**config.mk**
```make
export PLATFORM = sky130hd
export DESIGN_NAME = my_div36
export DESIGN_NICKNAME = d
export VERILOG_FILES = /design/src/rtl/div_pkg.sv /design/src/rtl/div_step.sv /design/src/rtl/my_div36.sv
export SDC_FILE = /design/constraint.sdc
export NUM_CORES = 1
export LEC_CHECK = 0
export ABC_CLOCK_PERIOD_IN_PS = 4300
export BUFFER_PORTS_ARGS = -buffer_cell sky130_fd_sc_hd__clkbuf_2
export CAP_MARGIN = 10
export CORE_ASPECT_RATIO = 1.5
export CORE_UTILIZATION = 25
export DETAILED_ROUTE_END_ITERATION = 6
export PLACE_DENSITY = 0.4
export SETUP_SLACK_MARGIN = 0.02
export SLEW_MARGIN = 20
export SYNTH_ARGS = -nofsm -noshare
export SYNTH_HDL_FRONTEND = slang
export SYNTH_SLANG_ARGS = --single-unit
```
**constraint.sdc**
```tcl
create_clock -name CLK -period 4.3 [get_ports CLK]
set_clock_uncertainty 0.15 [all_clocks]
set_input_delay 0.215 -clock CLK [delete_from_list [all_inputs] [get_ports CLK]]
set_output_delay 0.215 -clock CLK [all_outputs]
set_load 0.02 [all_outputs]
```
**src/rtl/div_pkg.sv**
```systemverilog
// Shared definitions for the sequential restoring divider.
package div_pkg;

    // Default divisor / quotient / remainder width; the dividend is twice this.
    localparam int DIV_WIDTH = 18;

    // Iteration counter width for the default width.
    localparam int DIV_CNT_W = $clog2(DIV_WIDTH + 1);

    // Divider control states.
    typedef enum logic [1:0] {
        IDLE  = 2'd0,
        CHECK = 2'd1,
        RUN   = 2'd2,
        DONE  = 2'd3
    } div_state_e;

endpackage : div_pkg

```
**src/rtl/div_step.sv**
```systemverilog
// One restoring-division iteration: shift one dividend bit into the partial
// remainder and subtract the divisor when the trial value is large enough.
module div_step
    import div_pkg::*;
#(
    parameter int WIDTH = DIV_WIDTH
) (
    input  logic [WIDTH-1:0] rem,
    input  logic             in_bit,
    input  logic [WIDTH-1:0] divisor,
    output logic [WIDTH-1:0] rem_next,
    output logic             qbit
);

    logic [WIDTH:0] trial_s;
    logic [WIDTH:0] diff_s;

    // Compare and subtract at WIDTH+1 bits so the shifted-out MSB is never lost.
    always_comb begin
        trial_s = {rem, in_bit};
        diff_s  = trial_s - {1'b0, divisor};
        if (trial_s >= {1'b0, divisor}) begin
            qbit     = 1'b1;
            rem_next = diff_s[WIDTH-1:0];
        end else begin
            qbit     = 1'b0;
            rem_next = trial_s[WIDTH-1:0];
        end
    end

endmodule : div_step

```
**src/rtl/my_div36.sv**
```systemverilog
// Sequential restoring divider: 2*WIDTH-bit dividend / WIDTH-bit divisor,
// one quotient bit per clock, level-held calc_start / done handshake.
module my_div36
    import div_pkg::*;
#(
    parameter int WIDTH = DIV_WIDTH
) (
    input  logic               CLK,
    input  logic               RST,
    input  logic               calc_start,
    input  logic [2*WIDTH-1:0] dataa,
    input  logic [WIDTH-1:0]   datab,
    output logic [WIDTH-1:0]   quotient,
    output logic [WIDTH-1:0]   remainder,
    output logic               done,
    output logic               div_zero,
    output logic               overflow
);

    localparam int CW = $clog2(WIDTH + 1);

    div_state_e         state_r;
    div_state_e         state_next_s;
    logic [2*WIDTH-1:0] dividend_r;
    logic [WIDTH-1:0]   divisor_r;
    logic [WIDTH-1:0]   part_rem_r;
    logic [WIDTH-1:0]   low_shift_r;
    logic [WIDTH-1:0]   quo_shift_r;
    logic [CW-1:0]      count_r;
    // Set once operands have been captured by a calc_start=0 edge; a run
    // only starts from captured operands, never from reset zeros.
    logic               armed_r;

    logic [WIDTH-1:0]   step_rem_s;
    logic               step_qbit_s;
    logic [WIDTH-1:0]   quo_next_s;
    logic               is_zero_s;
    logic               is_ovf_s;
    logic               last_step_s;

    div_step #(.WIDTH(WIDTH)) u_step (
        .rem      (part_rem_r),
        .in_bit   (low_shift_r[WIDTH-1]),
        .divisor  (divisor_r),
        .rem_next (step_rem_s),
        .qbit     (step_qbit_s)
    );

    // Operand checks and iteration bookkeeping derived from the held registers.
    always_comb begin
        is_zero_s   = (divisor_r == {WIDTH{1'b0}});
        is_ovf_s    = (dividend_r[2*WIDTH-1:WIDTH] >= divisor_r);
        last_step_s = (count_r == CW'(WIDTH - 1));
        quo_next_s  = {quo_shift_r[WIDTH-2:0], step_qbit_s};
    end

    // State register.
    always_ff @(posedge CLK or posedge RST) begin
        if (RST) begin
            state_r <= IDLE;
        end else begin
            state_r <= state_next_s;
        end
    end

    // Next-state logic; the zero/overflow decision is taken on the edge that
    // leaves IDLE so the first quotient bit lands on the following edge.
    always_comb begin
        state_next_s = state_r;
        if (!calc_start) begin
            state_next_s = IDLE;
        end else begin
            case (state_r)
                IDLE, CHECK: begin
                    if (!armed_r) begin
                        state_next_s = IDLE;
                    end else if (is_zero_s || is_ovf_s) begin
                        state_next_s = DONE;
                    end else begin
                        state_next_s = RUN;
                    end
                end
                RUN: begin
                    if (last_step_s) begin
                        state_next_s = DONE;
                    end else begin
                        state_next_s = RUN;
                    end
                end
                DONE:    state_next_s = DONE;
                default: state_next_s = IDLE;
            endcase
        end
    end

    // Operand capture, iteration datapath and registered result outputs.
    always_ff @(posedge CLK or posedge RST) begin
        if (RST) begin
            dividend_r  <= {(2*WIDTH){1'b0}};
            divisor_r   <= {WIDTH{1'b0}};
            part_rem_r  <= {WIDTH{1'b0}};
            low_shift_r <= {WIDTH{1'b0}};
            quo_shift_r <= {WIDTH{1'b0}};
            count_r     <= {CW{1'b0}};
            armed_r     <= 1'b0;
            quotient    <= {WIDTH{1'b0}};
            remainder   <= {WIDTH{1'b0}};
            done        <= 1'b0;
            div_zero    <= 1'b0;
            overflow    <= 1'b0;
        end else if (!calc_start) begin
            dividend_r  <= dataa;
            divisor_r   <= datab;
            part_rem_r  <= {WIDTH{1'b0}};
            low_shift_r <= {WIDTH{1'b0}};
            quo_shift_r <= {WIDTH{1'b0}};
            count_r     <= {CW{1'b0}};
            armed_r     <= 1'b1;
            quotient    <= {WIDTH{1'b0}};
            remainder   <= {WIDTH{1'b0}};
            done        <= 1'b0;
            div_zero    <= 1'b0;
            overflow    <= 1'b0;
        end else begin
            case (state_r)
                IDLE, CHECK: begin
                    if (armed_r) begin
                        armed_r <= 1'b0;
                        if (is_zero_s) begin
                            div_zero  <= 1'b1;
                            quotient  <= {WIDTH{1'b1}};
                            remainder <= {WIDTH{1'b0}};
                            done      <= 1'b1;
                        end else if (is_ovf_s) begin
                            overflow  <= 1'b1;
                            quotient  <= {WIDTH{1'b1}};
                            remainder <= {WIDTH{1'b0}};
                            done      <= 1'b1;
                        end else begin
                            part_rem_r  <= dividend_r[2*WIDTH-1:WIDTH];
                            low_shift_r <= dividend_r[WIDTH-1:0];
                            quo_shift_r <= {WIDTH{1'b0}};
                            count_r     <= {CW{1'b0}};
                        end
                    end
                end
                RUN: begin
                    part_rem_r  <= step_rem_s;
                    quo_shift_r <= quo_next_s;
                    low_shift_r <= {low_shift_r[WIDTH-2:0], 1'b0};
                    count_r     <= count_r + {{(CW-1){1'b0}}, 1'b1};
                    if (last_step_s) begin
                        quotient  <= quo_next_s;
                        remainder <= step_rem_s;
                        done      <= 1'b1;
                    end
                end
                DONE: begin
                    done <= 1'b1;
                end
                default: begin
                    done <= 1'b0;
                end
            endcase
        end
    end

endmodule : my_div36

```
# --- Yosys cells after proc, flatten, opt, wreduce, memory -nomap -nowiden ---
# Cells that the tools add are included.
totals:
  reg_bits: 154
  latchBits: 0
  ram_bits: 0
  rom_bits: 0
  inputBits: 57
  output_inout_bits: 39
  word_cells: 96
  mem_count: 0
classes:
  add_sub_neg: 2
  multipliers: 0
  n_div: 0
  n_lt_le_gt_ge: 2
  n_eq_ne: 15
  n_shift: 0
  n_mux: 55
  n_bitwise: 0
  n_reduce_logical: 9
ops:
  columns: ["op", "n"]
  rows:
  - ["$mux 18", 19]
  - ["$pmux 18 s2", 4]
  - ["$mux 17", 4]
  - ["$pmux 17 s2", 1]
  - ["$mux 5", 4]
  - ["$ge 19x18->1", 1]
  - ["$ge 18x18->1", 1]
  - ["$logic_not 18->1", 1]
  - ["$mux 1", 18]
  - ["$sub 18x18->18", 1]
  - ["$ne 3x3->1 const B", 4]
  - ["$reduce_and 4->1", 3]
  - ["$pmux 5 s2", 1]
  - ["$ne 2x1->1 const B", 4]
  - ["$pmux 2 s3", 1]
  - ["$reduce_and 3->1", 2]
  - ["$add 5x1->5 const B", 1]
  - ["$eq 5x5->1 const B", 1]
  - ["$eq 2x2->1 const B", 2]
  - ["$mux 2", 2]
  - ["$ne 4x4->1 const B", 1]
  - ["$ne 3x1->1 const B", 1]
  - ["$pmux 1 s3", 1]
  - ["$eq 2x1->1 const B", 1]
  - ["other kinds (4)", 4]

# --- Depth between registers and ports, before layout ---
depth:
  depth_word: 6
  mapped_depth: 11
  mapped_depth_nobuf: 10

# --- By module ---
# From an unflattened synthesis, not the netlist that was laid out.
hier_totals:
  cells_unflattened: 822
  hier_area_um2: 8418.1
by_module_without_submodules:
  columns: ["module", "n_inst", "cells_per_inst", "area_each_um2", "seq_area_each_um2"]
  rows:
  - ["my_div36", 1, 651, 7100.6, 3853.7]
  - ["div_step", 1, 171, 1317.5, 0.0]

# --- Worst setup path before layout ---
# Ideal clock, no wire load.
synth_timing:
  path_type: "flip-flop to flip-flop"
  startpoint: "reg part_rem_r[12]"
  endpoint: "reg part_rem_r[14]"
  setup_time_ns: 0.094
  t_arrival_ns: 2.563
  t_required_ns: 4.056
  setup_slack_ns: 1.493
  path_stages_with_launch: 11
  path_buffers: 2
  period_less_slack_ns: 2.807
  cell_sequence: "dfrtp_1 ha_1 buf_4 nand3_1 or3_4 o41a_1 o21a_1 buf_6 a221oi_2 nor2_1 a221oi_2"
synth_between:
  elab_chain_len: 4
  elab_cells_between_ends: 5
  classes_between: "add/sub: 1; order compare: 1; mux: 3"
synth_rtl:
  columns: ["element", "line", "text"]
  rows:
  - ["start, declared", "my_div36.sv:26", "logic [WIDTH-1:0] part_rem_r;"]
  - ["start signal, assigned", "my_div36.sv:101", "part_rem_r <= {WIDTH{1'b0}};"]
  - ["start signal, assigned", "my_div36.sv:114", "part_rem_r <= {WIDTH{1'b0}};"]
  - ["start signal, assigned", "my_div36.sv:140", "part_rem_r <= dividend_r[2*WIDTH-1:WIDTH];"]
  - ["$sub 18x18->18 / $ge 19x18->1 (equally long branches)", "div_step.sv:21, div_step.sv:22", null]
  - ["$mux 18 (*)", "div_step.sv:22", "if (trial_s >= {1'b0, divisor}) begin"]
  - ["$pmux 18 s2 (*)", "my_div36.sv:125", "case (state_r)"]
  - ["$mux 18 (*)", "my_div36.sv:111", "end else if (!calc_start) begin"]
# Every way passes the cells marked *; elsewhere a longest branch is shown, timed or not.
# A chain may end at the register's enable or synchronous reset.

# --- Worst setup path in the final report ---
layout_timing:
  startpoint: "reg divisor_r[0]"
  endpoint: "reg part_rem_r[16]"
layout_between:
  elab_chain_len: 4
  elab_cells_between_ends: 10
  classes_between: "add/sub: 1; order compare: 2; eq/ne: 2; mux: 3; reduce/logical: 2"
layout_rtl:
  columns: ["element", "line", "text"]
  rows:
  - ["start, declared", "my_div36.sv:25", "logic [WIDTH-1:0] divisor_r;"]
  - ["start signal, assigned", "my_div36.sv:100", "divisor_r <= {WIDTH{1'b0}};"]
  - ["start signal, assigned", "my_div36.sv:113", "divisor_r <= datab;"]
  - ["$sub 18x18->18 / $ge 19x18->1 (equally long branches)", "div_step.sv:21, div_step.sv:22", null]
  - ["$mux 18", "div_step.sv:22", null]
  - ["$pmux 18 s2", "my_div36.sv:125", null]
  - ["$mux 18", "my_div36.sv:111", null]
  - ["end signal, assigned", "my_div36.sv:114", null]
  - ["end signal, assigned", "my_div36.sv:140", null]
  - ["end signal, assigned", "my_div36.sv:148", "part_rem_r <= step_rem_s;"]
# Several ways; a longest one is shown, not always the timed one.

==> impl_metrics.yaml <==
drt:
  first_pass_iters: 4
  wl_um: 24800
  drc: 0
  routedWlPerCell_um: 18.2
  drtIter0Drc: 237
  via_per_inst: 4.82
  ant_nets: 0
  vias: 6564
critical_path:
  critical_path_arrival_ps: 3690
  regToRegSetupSlack_ps: 800
  critPathKind: "reg2reg"
  r2r-start: "divisor_r[0]"
  critPathTopFamily: "compound AO/OA/AOI/OAI gates"
  cp_slowest_cell: "a2111oi_0"
  critPathRequiredTime_ps: 4490
  cp.depth: 9
  crit_fanout: 5
  rr_worst_depth: 9
  worstReg2RegEnd: "part_rem_r[16]"
  start_kind: "flop"
  slowest_delay_ps: 780
  crit_buf_inv: 0
  worst_setup_path_end_kind: "flop"
  path_cells: "ha_1 -> fa_1 -> nor2b_1 -> o31a_1 -> o211ai_1 -> a2111oi_0 -> or3_1 -> nand3_1 -> a221oi_1"
power_and_ir_drop:
  p_leak_uw: 0.00455
  power_density_nw_per_um2: 445
  vdd_drop_max_uv: 279
clocking:
  cts-resized-gates: 0
  worst_skew_pair.late_latency_ps: 450
  holdBufCountCts: 55
  clk_pin_slew_ps: 70
  cts_tree: "built"
  cts_buffers: 17
  cts_setup_buffers: 0
  cts_sinks: 154
  cts_root_buf: "clkbuf_16"
  cts_max_path_buffers: 2
  h-tree-depth: 4
global_route:
  grt_pass1_vias: 6955
  overflow: 0
  grt_max_degree: 155
  grt_util_all_layers_pct: 16.0
  antenna_found_initial: 0
  grt_pass1_wl_um: 39700
placement:
  placed_area_um2: 9030
  io_buffer_count: 95
  gp_congestion: 0.832
  dp_hpwl_um: 17900
floorplan:
  dieArea_um2: 33100
  die_h_um: 222
  num_rows: 80
  initial_core_util_pct: 25.4
  coreArea_um2: 31800
  die_w_um: 149
  ios: 96
outcome:
  outcome: "completed"
synthesis:
  syn_area_um2: 8090
  synth_cells: 804
  synthArstFlopShare_pct: 100
  syn-num-nets: 900
  synth.distinct_cells: 61
  synth.top_cell.area_share_pct: 47.6
  synth.ff_latch_count: 154
  synth_most_common_cell: "dfrtp_1"
  seq_area_frac_synth_pct: 47.6
  synth-edff-count: 0
  synthTopCellsByCount: "dfrtp_1 (154), nand2_1 (97), o21ai_0 (79)"
  synth_ff_type: "dfrtp_1"
  ys_top_cells_by_area: "dfrtp_1 (48%), mux2_2 (7.5%), ha_1 (5.9%), o21ai_0 (4.9%), nand2_1 (4.5%)"
  ys_warn_count: 0
  synth_top_area_cell: "dfrtp_1"
  syn_area_per_cell_um2: 10.1
worst_hold_path:
  holdPathStages: 2
  holdCritPathClass: "in2reg"
  whs_endpoint: "armed_r"
  min_from: "calc_start"
sta:
  slew_violations: 0
  hold_viol_final: 0
  setup_tns_ps: 0
  maxSlewHeadroom_pct: 29.8
  timing.final.crit_share_pct: 81.4
  rsz0062_at_grt: "no"
  period_minus_slack_ps: 3500
  tightest_slew_ps: 1050
  fmax_ghz: 0.286
  setup_viol: 0
flow_run:
  cap_violations: 0
layout:
  multiInputGateArea_um2: 3900
  register_area_um2: 3850
  n_fill_cell: 3413
  synthToLayoutAreaGrowth_pct: 25.5
  fin_nets: 1035
  fin_area_um2: 10200
  layout-drive-gt1-share_pct: 21.8
  antennaDiodeCount: 0
==> cell type report <==
cell class              instances  area share [%]
repair buffers                166            11.5
well taps                     410            5.05
multi-input cells             563            38.4
clock buffers                  19            4.46
clock inverters                13            1.23
inverters                      37            1.40
flip-flops and latches        154            37.9
==> metal layers <==
metal	vias to the layer above	routed length, µm	track usage (%)
met3	39	616	2.53
met1	3201	10900	19.7
li1	3198	-	-
met4	0	1110	8.99
met5	-	0	0
met2	126	12200	26.3
==> metrics by stage <==
step                setup WS, ps  util, %  instances  total power, µW  hold WS [ps]
CTS                          789     31.9       1362             4610          53.6
floorplan                   1490        -        804             2610           216
detailed placement           804     28.4       1275             3040           302
global placement             823     28.4       1275             3040           298
global route                 524     31.9       1362             4820          75.5
finish                       799     31.9       1362             4520          46.1
==> where the power goes <==
group          switching [µW]  total (µW)  internal, µW
clock                     690        1490           796
combinational             807        1310           500
sequential                125        1730          1600
==> cells in the final DEF (no fill, tap or decap), types with 6 or more instances in the layout <==
cell type,n
dfrtp_1,154
a22o_1,16
a21o_1,8
o31ai_1,9
dlygate4sd3_1,55
o21ai_0,79
nand2_1,97
nor3_1,16
o21a_1,8
nand4_1,11
a311oi_1,19
mux2_2,54
inv_1,36
nor2_1,41
nand3_1,13
xnor2_1,7
clkbuf_16,17
clkbuf_2,94
mux2i_1,11
ha_1,38
o211ai_1,6
a211oi_1,11
a21oi_1,31
buf_4,14
==> worst max path at each step <==
stage | startpoint | end | slack (ps)
after detailed placement | divisor_r[0] | part_rem_r[16] | 800
after floorplan | part_rem_r[12] | part_rem_r[14] | 1490
after global routing | divisor_r[0] | part_rem_r[16] | 520
final | divisor_r[0] | part_rem_r[16] | 800
after CTS | divisor_r[0] | part_rem_r[16] | 790
after global placement | divisor_r[0] | part_rem_r[16] | 820
==> cells by family (layout without fill, tap and decap cells) <==
logic type	after synthesis	in the layout	share of synthesized area, %
multiplexers	65	65	8.88
XOR/XNOR	11	11	1.19
AO/OA/AOI/OAI	231	231	19.2
buffers and inverters	87	235	4.50
adder cells (fa/ha/maj)	39	39	6.12
flip-flops	154	154	47.6
AND/OR/NAND/NOR	217	217	12.4
==> flip-flops by register name, summed over array words and instances, names as in the netlist <==
name,cells
armed_r,1
count_r,5
div_zero,1
dividend_r,36
divisor_r,18
done,1
low_shift_r,18
overflow,1
part_rem_r,18
quo_shift_r,17
quotient,18
remainder,18
state_r,2
No activity file was read; power rests on OpenSTA's default activity.
